--- src/rtl/md5_pkg.sv ---
// Shared types and constants for the MD5 block padder.
package md5_pkg;

    typedef enum logic [1:0] {
        FILL  = 2'd0,
        PAD   = 2'd1,
        START = 2'd2,
        DRAIN = 2'd3
    } state_e;

    localparam int BLOCK_WORDS = 16;
    localparam int LEN_WORD    = 14;
    localparam int MAX_BYTES   = 55;

    // Keep the k message bytes of a short final word and place the 0x80
    // marker in the byte just above them; a full word passes through.
    function automatic logic [31:0] last_word(input logic [31:0] data,
                                              input logic [1:0]  nbytes);
        logic [31:0] w;
        case (nbytes)
            2'd1:    w = {16'h0000, 8'h80, data[7:0]};
            2'd2:    w = {8'h00, 8'h80, data[15:0]};
            2'd3:    w = {8'h80, data[23:0]};
            default: w = data;
        endcase
        return w;
    endfunction

endpackage

--- src/rtl/md5_lane_tracker.sv ---
// Tracks which md5unit lanes are hashing and offers the lowest free one.
module md5_lane_tracker #(
    parameter int LANES = 2
) (
    input  logic             clk,
    input  logic             reset,
    input  logic [LANES-1:0] done_i,
    input  logic             claim_i,
    input  logic             claim_lane_i,
    output logic             any_free_o,
    output logic             free_lane_o
);
    import md5_pkg::*;

    logic [LANES-1:0] busy_q;
    logic [LANES-1:0] done_prev_q;
    logic [LANES-1:0] rise_s;
    logic [LANES-1:0] set_s;

    // Done rising edges and the lane being claimed by a start pulse.
    always_comb begin
        rise_s = done_i & ~done_prev_q;
        set_s  = '0;
        for (int i = 0; i < LANES; i++) begin
            set_s[i] = claim_i && (int'(claim_lane_i) == i);
        end
    end

    // Lowest-numbered free lane; scanning downward leaves the lowest one last.
    always_comb begin
        any_free_o  = 1'b0;
        free_lane_o = 1'b0;
        for (int i = LANES - 1; i >= 0; i--) begin
            if (!busy_q[i]) begin
                any_free_o  = 1'b1;
                free_lane_o = 1'(i);
            end else begin
                any_free_o  = any_free_o;
            end
        end
    end

    // Busy bits: a claim wins over a coincident done edge, so a done that is
    // already high when the lane starts never frees it.
    always_ff @(posedge clk) begin
        if (reset) begin
            busy_q      <= '0;
            done_prev_q <= '0;
        end else begin
            done_prev_q <= done_i;
            busy_q      <= set_s | (busy_q & ~rise_s);
        end
    end

endmodule

--- src/rtl/md5_padder.sv ---
// Pads single-block messages for MD5 and loads them into a free md5unit lane.
module md5_padder #(
    parameter int LANES     = 2,
    parameter int MAX_BYTES = 55
) (
    input  logic             clk,
    input  logic             reset,
    input  logic [31:0]      in_data,
    input  logic             in_valid,
    input  logic             in_last,
    input  logic [1:0]       in_bytes,
    output logic             in_ready,
    output logic             md5_write,
    output logic [4:0]       md5_writeaddr,
    output logic [31:0]      md5_writedata,
    output logic [LANES-1:0] md5_start,
    input  logic [LANES-1:0] md5_done,
    output logic             msg_lane,
    output logic             err
);
    import md5_pkg::*;

    state_e           state_q;
    logic [3:0]       widx_q;
    logic [5:0]       count_q;
    logic             lane_q;
    logic             chosen_q;
    logic             pad80_q;
    logic             write_q;
    logic [4:0]       waddr_q;
    logic [31:0]      wdata_q;
    logic [LANES-1:0] start_q;
    logic             msg_lane_q;
    logic             err_q;

    logic             any_free_s;
    logic             free_lane_s;
    logic             claim_s;
    logic             ready_s;
    logic             accept_s;
    logic             over_s;
    logic             lane_d;
    logic [2:0]       add_s;
    logic [6:0]       count_d;

    assign claim_s  = (state_q == START);
    assign accept_s = in_valid && ready_s;

    md5_lane_tracker #(.LANES(LANES)) u_tracker (
        .clk          (clk),
        .reset        (reset),
        .done_i       (md5_done),
        .claim_i      (claim_s),
        .claim_lane_i (lane_q),
        .any_free_o   (any_free_s),
        .free_lane_o  (free_lane_s)
    );

    // Input handshake: open in FILL when a lane is held or available, always in DRAIN.
    always_comb begin
        ready_s = 1'b0;
        case (state_q)
            FILL:    ready_s = chosen_q || any_free_s;
            DRAIN:   ready_s = 1'b1;
            default: ready_s = 1'b0;
        endcase
    end

    // Byte count after this word, overflow test and the lane this message uses.
    always_comb begin
        add_s  = 3'd4;
        lane_d = lane_q;
        if (in_last && (in_bytes != 2'd0)) begin
            add_s = {1'b0, in_bytes};
        end else begin
            add_s = 3'd4;
        end
        count_d = {1'b0, count_q} + {4'd0, add_s};
        over_s  = (count_d > 7'(MAX_BYTES));
        if (chosen_q) begin
            lane_d = lane_q;
        end else begin
            lane_d = free_lane_s;
        end
    end

    // Main sequencer: fill from the stream, pad to 16 words, start the lane.
    always_ff @(posedge clk) begin
        if (reset) begin
            state_q    <= FILL;
            widx_q     <= 4'd0;
            count_q    <= 6'd0;
            lane_q     <= 1'b0;
            chosen_q   <= 1'b0;
            pad80_q    <= 1'b0;
            write_q    <= 1'b0;
            waddr_q    <= 5'd0;
            wdata_q    <= 32'd0;
            start_q    <= '0;
            msg_lane_q <= 1'b0;
            err_q      <= 1'b0;
        end else begin
            write_q <= 1'b0;
            start_q <= '0;
            err_q   <= 1'b0;
            case (state_q)
                FILL: begin
                    if (accept_s) begin
                        lane_q   <= lane_d;
                        chosen_q <= 1'b1;
                        if (over_s && in_last) begin
                            // A 56-byte message ends on the overflowing word itself.
                            err_q    <= 1'b1;
                            chosen_q <= 1'b0;
                            widx_q   <= 4'd0;
                            count_q  <= 6'd0;
                        end else if (over_s) begin
                            state_q <= DRAIN;
                        end else begin
                            write_q <= 1'b1;
                            waddr_q <= {lane_d, widx_q};
                            wdata_q <= in_last ? last_word(in_data, in_bytes) : in_data;
                            widx_q  <= widx_q + 4'd1;
                            count_q <= count_d[5:0];
                            if (in_last) begin
                                state_q <= PAD;
                                pad80_q <= (in_bytes == 2'd0);
                            end
                        end
                    end
                end
                PAD: begin
                    write_q <= 1'b1;
                    waddr_q <= {lane_q, widx_q};
                    pad80_q <= 1'b0;
                    widx_q  <= widx_q + 4'd1;
                    if (widx_q == 4'(LEN_WORD)) begin
                        wdata_q <= {23'd0, count_q, 3'b000};
                    end else if (pad80_q) begin
                        wdata_q <= 32'h0000_0080;
                    end else begin
                        wdata_q <= 32'd0;
                    end
                    if (widx_q == 4'(BLOCK_WORDS - 1)) begin
                        state_q <= START;
                    end
                end
                START: begin
                    start_q    <= LANES'(1) << lane_q;
                    msg_lane_q <= lane_q;
                    chosen_q   <= 1'b0;
                    count_q    <= 6'd0;
                    widx_q     <= 4'd0;
                    state_q    <= FILL;
                end
                DRAIN: begin
                    if (in_valid && in_last) begin
                        err_q    <= 1'b1;
                        chosen_q <= 1'b0;
                        widx_q   <= 4'd0;
                        count_q  <= 6'd0;
                        state_q  <= FILL;
                    end
                end
                default: state_q <= FILL;
            endcase
        end
    end

    assign in_ready      = ready_s;
    assign md5_write     = write_q;
    assign md5_writeaddr = waddr_q;
    assign md5_writedata = wdata_q;
    assign md5_start     = start_q;
    assign msg_lane      = msg_lane_q;
    assign err           = err_q;

endmodule

--- config.mk ---
export PLATFORM = sky130hd
export DESIGN_NAME = md5_padder
export DESIGN_NICKNAME = d
export VERILOG_FILES = /design/src/rtl/md5_pkg.sv /design/src/rtl/md5_lane_tracker.sv /design/src/rtl/md5_padder.sv
export SDC_FILE = /design/constraint.sdc
export NUM_CORES = 1
export LEC_CHECK = 0
export CAP_MARGIN = 10
export CELL_PAD_IN_SITES_DETAIL_PLACEMENT = 0
export CELL_PAD_IN_SITES_GLOBAL_PLACEMENT = 2
export CORE_MARGIN = 2
export CORE_UTILIZATION = 30
export CTS_BUF_LIST = sky130_fd_sc_hd__clkbuf_4 sky130_fd_sc_hd__clkbuf_8
export DETAILED_ROUTE_END_ITERATION = 10
export GPL_ROUTABILITY_DRIVEN = 0
export PLACE_DENSITY = 0.93
export SETUP_SLACK_MARGIN = 0.05
export SLEW_MARGIN = 20
export SYNTH_ARGS = -nofsm -noshare
export SYNTH_HDL_FRONTEND = slang
export SYNTH_SLANG_ARGS = --single-unit
--- constraint.sdc ---
create_clock -name clk -period 9.06 [get_ports clk]
set_clock_uncertainty 0.15 [all_clocks]
set_input_delay 2.718 -clock clk [delete_from_list [all_inputs] [get_ports clk]]
set_output_delay 2.718 -clock clk [all_outputs]
set_load 0.03 [all_outputs]
# After elaboration in Yosys (flattened, before gate mapping)
# Index checks and enable logic that the tools add are counted.
[totals]
out_inout_bits = 43
elab_cells = 113
ff_bits = 61
in_bits = 40
[op_classes]
magnitude_cmp = 1
reduce_logical = 20
bitwise_logic = 7
eq_ne = 16
shifts = 1
addsub = 2
muxes = 52
[op_table]
columns = ["cell", "count"]
rows = [
  ["$mux W32", 4],
  ["$pmux W32 S3", 1],
  ["$pmux W32 S2", 1],
  ["$mux W6", 4],
  ["$pmux W6 S3", 1],
  ["$mux W1", 17],
  ["$mux W4", 4],
  ["$pmux W4 S4", 1],
  ["$mux W5", 3],
  ["$mux W2", 6],
  ["$ne A2 B2 Y1 const B", 6],
  ["$pmux W5 S2", 1],
  ["$reduce_and A5 Y1", 2],
  ["$mux W9", 1],
  ["$eq A2 B2 Y1 const B", 4],
  ["$eq A4 B4 Y1 const B", 2],
  ["$mux W8", 1],
  ["$pmux W1 S2", 4],
  ["$pmux W2 S4", 1],
  ["$reduce_and A4 Y1", 2],
  ["$add A6 B3 Y7", 1],
  ["$gt A7 B6 Y1 const B", 1],
  ["$logic_and A1 B1 Y1", 6],
  ["$ne A3 B3 Y1 const B", 2],
  ["other kinds (16)", 23],
]

# Depth between registers and ports, before layout
[depth]
ltp_word = 9
depth_mapped = 10

# By module
# A second synthesis with hierarchy kept.
[hier_totals]
cells_unflattened = 320
hier_area_um2 = 2813.9
[by_module_without_submodules]
columns = ["mod", "cells_per_inst", "n_inst", "area_per_inst_um2", "seq_area_each_um2"]
rows = [
  ["md5_padder", 304, 1, 2663.8, 1141.1],
  ["md5_lane_tracker", 16, 1, 150.1, 80.1],
]

# Worst setup path before layout
# Ideal clock, no wire load.
[synth_path]
kind = "input port to flip-flop"
start = "input port in_last"
end = "register wdata_q[0] (netlist: md5_writedata[0])"
t_arrival_ps = 4880
slack_ps = 3914
path_buffers = 2
setup_time_ps = 116
required_ps = 8794
stages = 10
path_cell_list = "clkbuf_1 -> and2_1 -> ha_1 -> fa_1 -> a21oi_1 -> a21boi_0 -> o2111ai_1 -> clkbuf_1 -> a21oi_1 -> a41o_1"
[synth_between]
elab_chain_len = 7
elab_cells_between_ends = 13
cone_classes = "1 x add/sub; 1 x order compare; 2 x eq/ne; 6 x mux; 3 x reduce/logical"
[synth_rtl]
columns = ["element", "line", "source"]
rows = [
  ["from (decl)", "md5_padder.sv:10", "input logic in_last,"],
  ["$logic_and A1 B1 Y1", "md5_padder.sv:73", "if (in_last && (in_bytes != 2'd0)) begin"],
  ["$mux W3", "md5_padder.sv:73", ""],
  ["$add A6 B3 Y7", "md5_padder.sv:78", "count_d = {1'b0, count_q} + {4'd0, add_s};"],
  ["$gt A7 B6 Y1", "md5_padder.sv:79", "over_s = (count_d > 7'(MAX_BYTES));"],
  ["$logic_and A1 B1 Y1", "md5_padder.sv:111", "if (over_s && in_last) begin"],
  ["$ne A2 B2 Y1 (no source line)", "-", ""],
  ["$reduce_and A4 Y1 (no source line)", "-", ""],
  ["to (signal assigned)", "md5_padder.sv:122", "wdata_q <= in_last ? last_word(in_data, in_bytes) : in_data;"],
  ["to (signal assigned)", "md5_padder.sv:138", "wdata_q <= {23'd0, count_q, 3'b000};"],
  ["to (decl)", "md5_padder.sv:31", "logic [31:0] wdata_q;"],
]
# Parallel ways exist; a longest one is shown, timed or not. The select of a mux whose other input is x is not followed.
# A chain may end at the register's enable or synchronous reset.

# Worst setup path after layout
[layout_path]
start = "input port in_last"
end = "register wdata_q[2] (netlist: md5_writedata[2])"
# Same word-level chain as after synthesis.

==> summary by stage <==
Detailed routing
After detailed routing, the number of vias per cell comes to 5.12. The met1 wire length is 3960 um. The detail route stage leaves a number of antenna-violating nets equal to 0. The routed layout has 2,847 vias. The starting DRC count in detailed routing is 134. The number of iterations in the first detailed-routing pass is 4. The detailed router used layers up to and including met4. In the detailed route, the total length drawn on met2 is 3990 um.

After detailed routing, the average wire length per cell comes to 15.2 um. After detailed routing, the number of remaining DRC violations is 0. The total length of routed wires is 8470 um. The total met3 wirelength after detailed routing is 412 um.

Logic synthesis
The sequential area share after synthesis is 0.410. The number of synthesis warnings is 0. The gate count of the mapped netlist is 343. The post-synthesis cell type with the largest combined area is sky130_fd_sc_hd__dfxtp_1. The number of library cell types mapped by synthesis is 57. After synthesis the cells add up to 2980 um2. After synthesis, the cell types taking the most area are sky130_fd_sc_hd__dfxtp_1 (41%), sky130_fd_sc_hd__nand2_1 (5.7%), sky130_fd_sc_hd__o21ai_0 (4.7%). The synthesis-stage register bit count is 61. Among all flip-flop cells after synthesis, the most frequent one is sky130_fd_sc_hd__dfxtp_1. Of the post-synthesis cell area, the dominant cell type holds 0.410. Averaged over all synthesized cells, the footprint is 8.68 um2. For this run, asynchronously set or reset flops after synthesis account for 0. The post-synthesis net count is 393.

Yosys mapped a number of flops with a built-in enable equal to 0.

Floorplanning
The initial core utilization is 0.307. The floorplan die height is 104 um. The total area inside the core boundary comes to 9680 um2.

The die is 104 um wide. The initialized floorplan defines 36 standard-cell rows. The floorplan step defined a die boundary enclosing 10,700 um2. The boundary pin count is 83.

STA
The final count of hold timing violations is 0. The worst pin sits at a relative slew slack of 0.296. On the final layout, the worst hold slack is 0.306 ns. Setup violations remaining at the end of the flow were counted as 0. Setup repair after global routing left no endpoint under its margin. Dividing the final minimum period by the clock period gives 0.663. For the finished layout, the period the worst path requires is 6.01 ns. The total negative slack for setup checks is 0 ns.

Static timing analysis puts the maximum clock frequency at 166 MHz. The measured slew at the worst slew-check pin is 1.05 ns. The count of pins over their slew limit is 0.

Clocking
TritonCTS built the clock tree. In this run, post-CTS repair resized a total of 0 instances. The clock network latency to the later pin of the worst-skew pair is 0.34 ns. The H-tree was split into 3 levels.

The CTS buffer count is 9. The buffer cell driving the clock tree root is sky130_fd_sc_hd__clkbuf_8. The longest clock path from root to sink contains 2 buffers.

CTS saw 61 sinks. Buffers added to address setup during post-CTS repair amount to 0. After clock tree synthesis, the clock-pin slew on the worst setup and hold paths is 0.07 ns.

The quantity of hold-fixing buffers added after cts is 0.

Cells and area
The number of antenna diodes in the final layout is 0. In the final layout, the share of cells above drive strength 1 is 0.0757. The total number of nets in the final design is 468. The register area is 1220 um2. The area of combinational cells with multiple inputs is 1640 um2. The signed area change from the synthesized netlist to the final layout is 39.3%. The final cell count without fillers is 556. Fill cells in the final layout number 955.

Outcome
The flow ran to the end, and the final reports show no timing, DRC or antenna violations.

Global routing
For this run, the total global-route usage over all layers was measured as 0.158. The residual overflow from global routing is 0. The via count of the first global-routing pass came to 2,729. The initial antenna violation count is 0. The first global-routing pass estimated 13,900 um of wire.

Entering global routing, the biggest net connects 40 pins.

Placed design
The count of buffers inserted at the top-level ports is 82. The placed cell count is 540. The HPWL after detailed placement is 6090 um.

Power and ir drop
The largest vdd supply drop is 0.0000919 V. The share of total power dissipated in sequential elements is 0.303. The share of total power dissipated in combinational logic is 0.477. Summed over all nets, the switching power comes to 0.000526 W.

The power per cell area is 303 nW/um2. The power after layout is 0.00126 W. Of the total power, the share spent switching nets is 0.418. Of the total power, the clock network draws 0.220. The leakage power figure is 1.53 nW. The design internal power is 0.000732 W.

Critical path
The required time at the endpoint of the critical path is 9.15 ns. Data on the critical path arrives at its endpoint at 6.10 ns. Of all nets on the critical path, the largest fanout is 33. STA classifies the critical path endpoint as a flip-flop.

The element type at the critical path start is a primary input. The critical path in this run is classified as in -> reg.

Flow run
Max-cap violations in this run came to 0.

Hold path
The tightest min-delay check is of the reg -> reg type.
## Yosys cell counts (7+ instances only)
master / count
sky130_fd_sc_hd__dfxtp_1: 61
sky130_fd_sc_hd__nand2_1: 45
sky130_fd_sc_hd__o21ai_0: 28
sky130_fd_sc_hd__a21oi_1: 25
sky130_fd_sc_hd__clkbuf_1: 17
sky130_fd_sc_hd__nand4_1: 15
sky130_fd_sc_hd__nand3_1: 12
sky130_fd_sc_hd__nor2_1: 12
sky130_fd_sc_hd__inv_1: 11
sky130_fd_sc_hd__mux2i_1: 11
sky130_fd_sc_hd__ha_1: 9
sky130_fd_sc_hd__a211oi_1: 7
sky130_fd_sc_hd__o211ai_1: 7
## routing by layer
metal  vias up  global-route usage
met1      1322               0.202
met4         0              0.0560
met2        72               0.262
met5         -                   0
met3        11              0.0384
li1       1442                   -
## power groups by stage
stage / Combinational [W] / Sequential [W] / Clock (W)
floorplan: 0.000309 / 0.000469 / 0
global placement: 0.000598 / 0.000387 / 0
detailed placement: 0.000602 / 0.000388 / 0
CTS: 0.000604 / 0.000382 / 0.000284
global route: 0.000649 / 0.000389 / 0.000297
finish: 0.000600 / 0.000381 / 0.000277
## worst max-delay path, cell delays in order
cell and delay (ns):
sky130_fd_sc_hd__clkdlybuf4s50_1 0.73, sky130_fd_sc_hd__o21ai_0 0.27, sky130_fd_sc_hd__ha_1 0.45, sky130_fd_sc_hd__a21oi_1 0.14, sky130_fd_sc_hd__a21bo_2 0.26, sky130_fd_sc_hd__a211oi_2 0.84, sky130_fd_sc_hd__o21ai_2 0.11, sky130_fd_sc_hd__buf_4 0.27
sky130_fd_sc_hd__a41o_1 0.28
## kinds of logic (layout without fill, tap and decap cells)
family                     Yosys count  after routing  share of synthesized area
AOI/OAI and AO/OA                  113            113                      0.267
xor gates and xnor gates             2              2                    0.00589
adders and majority gates           10             10                     0.0446
buffers and inverters               33            113                     0.0429
DFF                                 61             61                      0.410
muxes                               11             11                     0.0370
and+or+nand+nor                    113            113                      0.193
## state kept, by name (all words and copies together) (netlist names), 2 cells and up
register	flops
count_q	6
u_tracker.done_prev_q	2
md5_start	2
md5_writeaddr	5
state_q	2
widx_q	4
u_tracker.busy_q	2
md5_writedata	32
## final cells by class
type / instances / area share
clock buffers: 11 / 0.0350
clock inverters: 5 / 0.0199
inverters: 11 / 0.00996
multi-input cells: 249 / 0.395
flip-flops and latches: 61 / 0.295
well taps: 133 / 0.0401
repair buffers: 86 / 0.205
## final timing paths
path | start | to | slack [ns] | cells after the start
hold reg to reg | md5_writedata[31] | md5_writedata[31] | 0.31 | 2
setup reg to reg | count_q[0] | md5_writedata[2] | 6.09 | 8
hold / removal | md5_writedata[31] | md5_writedata[31] | 0.31 | 2
setup / recovery | in_last | md5_writedata[2] | 3.05 | 9
## placed cells by master, fill, tap and decap left out, types with 2 or more instances in the layout
cell | synthesis | layout
sky130_fd_sc_hd__ha_1 | 9 | 9
sky130_fd_sc_hd__a221o_1 | 3 | 3
sky130_fd_sc_hd__a22o_1 | 4 | 4
sky130_fd_sc_hd__dfxtp_1 | 61 | 61
sky130_fd_sc_hd__a21o_1 | 3 | 3
sky130_fd_sc_hd__or4_1 | 4 | 4
sky130_fd_sc_hd__nand3_1 | 12 | 12
sky130_fd_sc_hd__bufinv_16 | 0 | 2
sky130_fd_sc_hd__o211ai_1 | 7 | 7
sky130_fd_sc_hd__clkdlybuf4s50_1 | 0 | 82
sky130_fd_sc_hd__and3b_1 | 2 | 2
sky130_fd_sc_hd__buf_4 | 0 | 4
sky130_fd_sc_hd__a41o_1 | 3 | 3
sky130_fd_sc_hd__a311oi_1 | 2 | 2
sky130_fd_sc_hd__nand2_1 | 45 | 45
sky130_fd_sc_hd__and2_1 | 3 | 3
sky130_fd_sc_hd__a31o_2 | 2 | 2
sky130_fd_sc_hd__and3_1 | 2 | 2
sky130_fd_sc_hd__a22oi_1 | 4 | 4
sky130_fd_sc_hd__o21bai_1 | 2 | 2
sky130_fd_sc_hd__nor2b_1 | 4 | 4
sky130_fd_sc_hd__o31ai_1 | 4 | 4
sky130_fd_sc_hd__or3_1 | 2 | 2
sky130_fd_sc_hd__clkbuf_8 | 0 | 10
sky130_fd_sc_hd__mux2i_1 | 11 | 11
sky130_fd_sc_hd__and4_1 | 2 | 2
sky130_fd_sc_hd__nor2_1 | 12 | 12
sky130_fd_sc_hd__nand2b_1 | 3 | 3
sky130_fd_sc_hd__nand4_1 | 15 | 15
sky130_fd_sc_hd__nor3_1 | 2 | 2
sky130_fd_sc_hd__xor2_1 | 2 | 2
sky130_fd_sc_hd__o21ai_0 | 28 | 28
sky130_fd_sc_hd__a21oi_1 | 25 | 25
sky130_fd_sc_hd__o2111ai_1 | 3 | 2
sky130_fd_sc_hd__a211oi_1 | 7 | 7
sky130_fd_sc_hd__inv_1 | 11 | 11
## metrics by stage
step	setup WS, ns	utilization	instance area, um2
4_1_cts	3.09	0.428	4150
2_1_floorplan	3.91	-	2980
3_3_place_gp	2.86	0.405	3920
6_report	3.05	0.428	4150
3_5_place_dp	2.73	0.405	3920
5_1_grt	2.87	0.428	4150
Note: power is estimated with default switching activity, not from simulation.
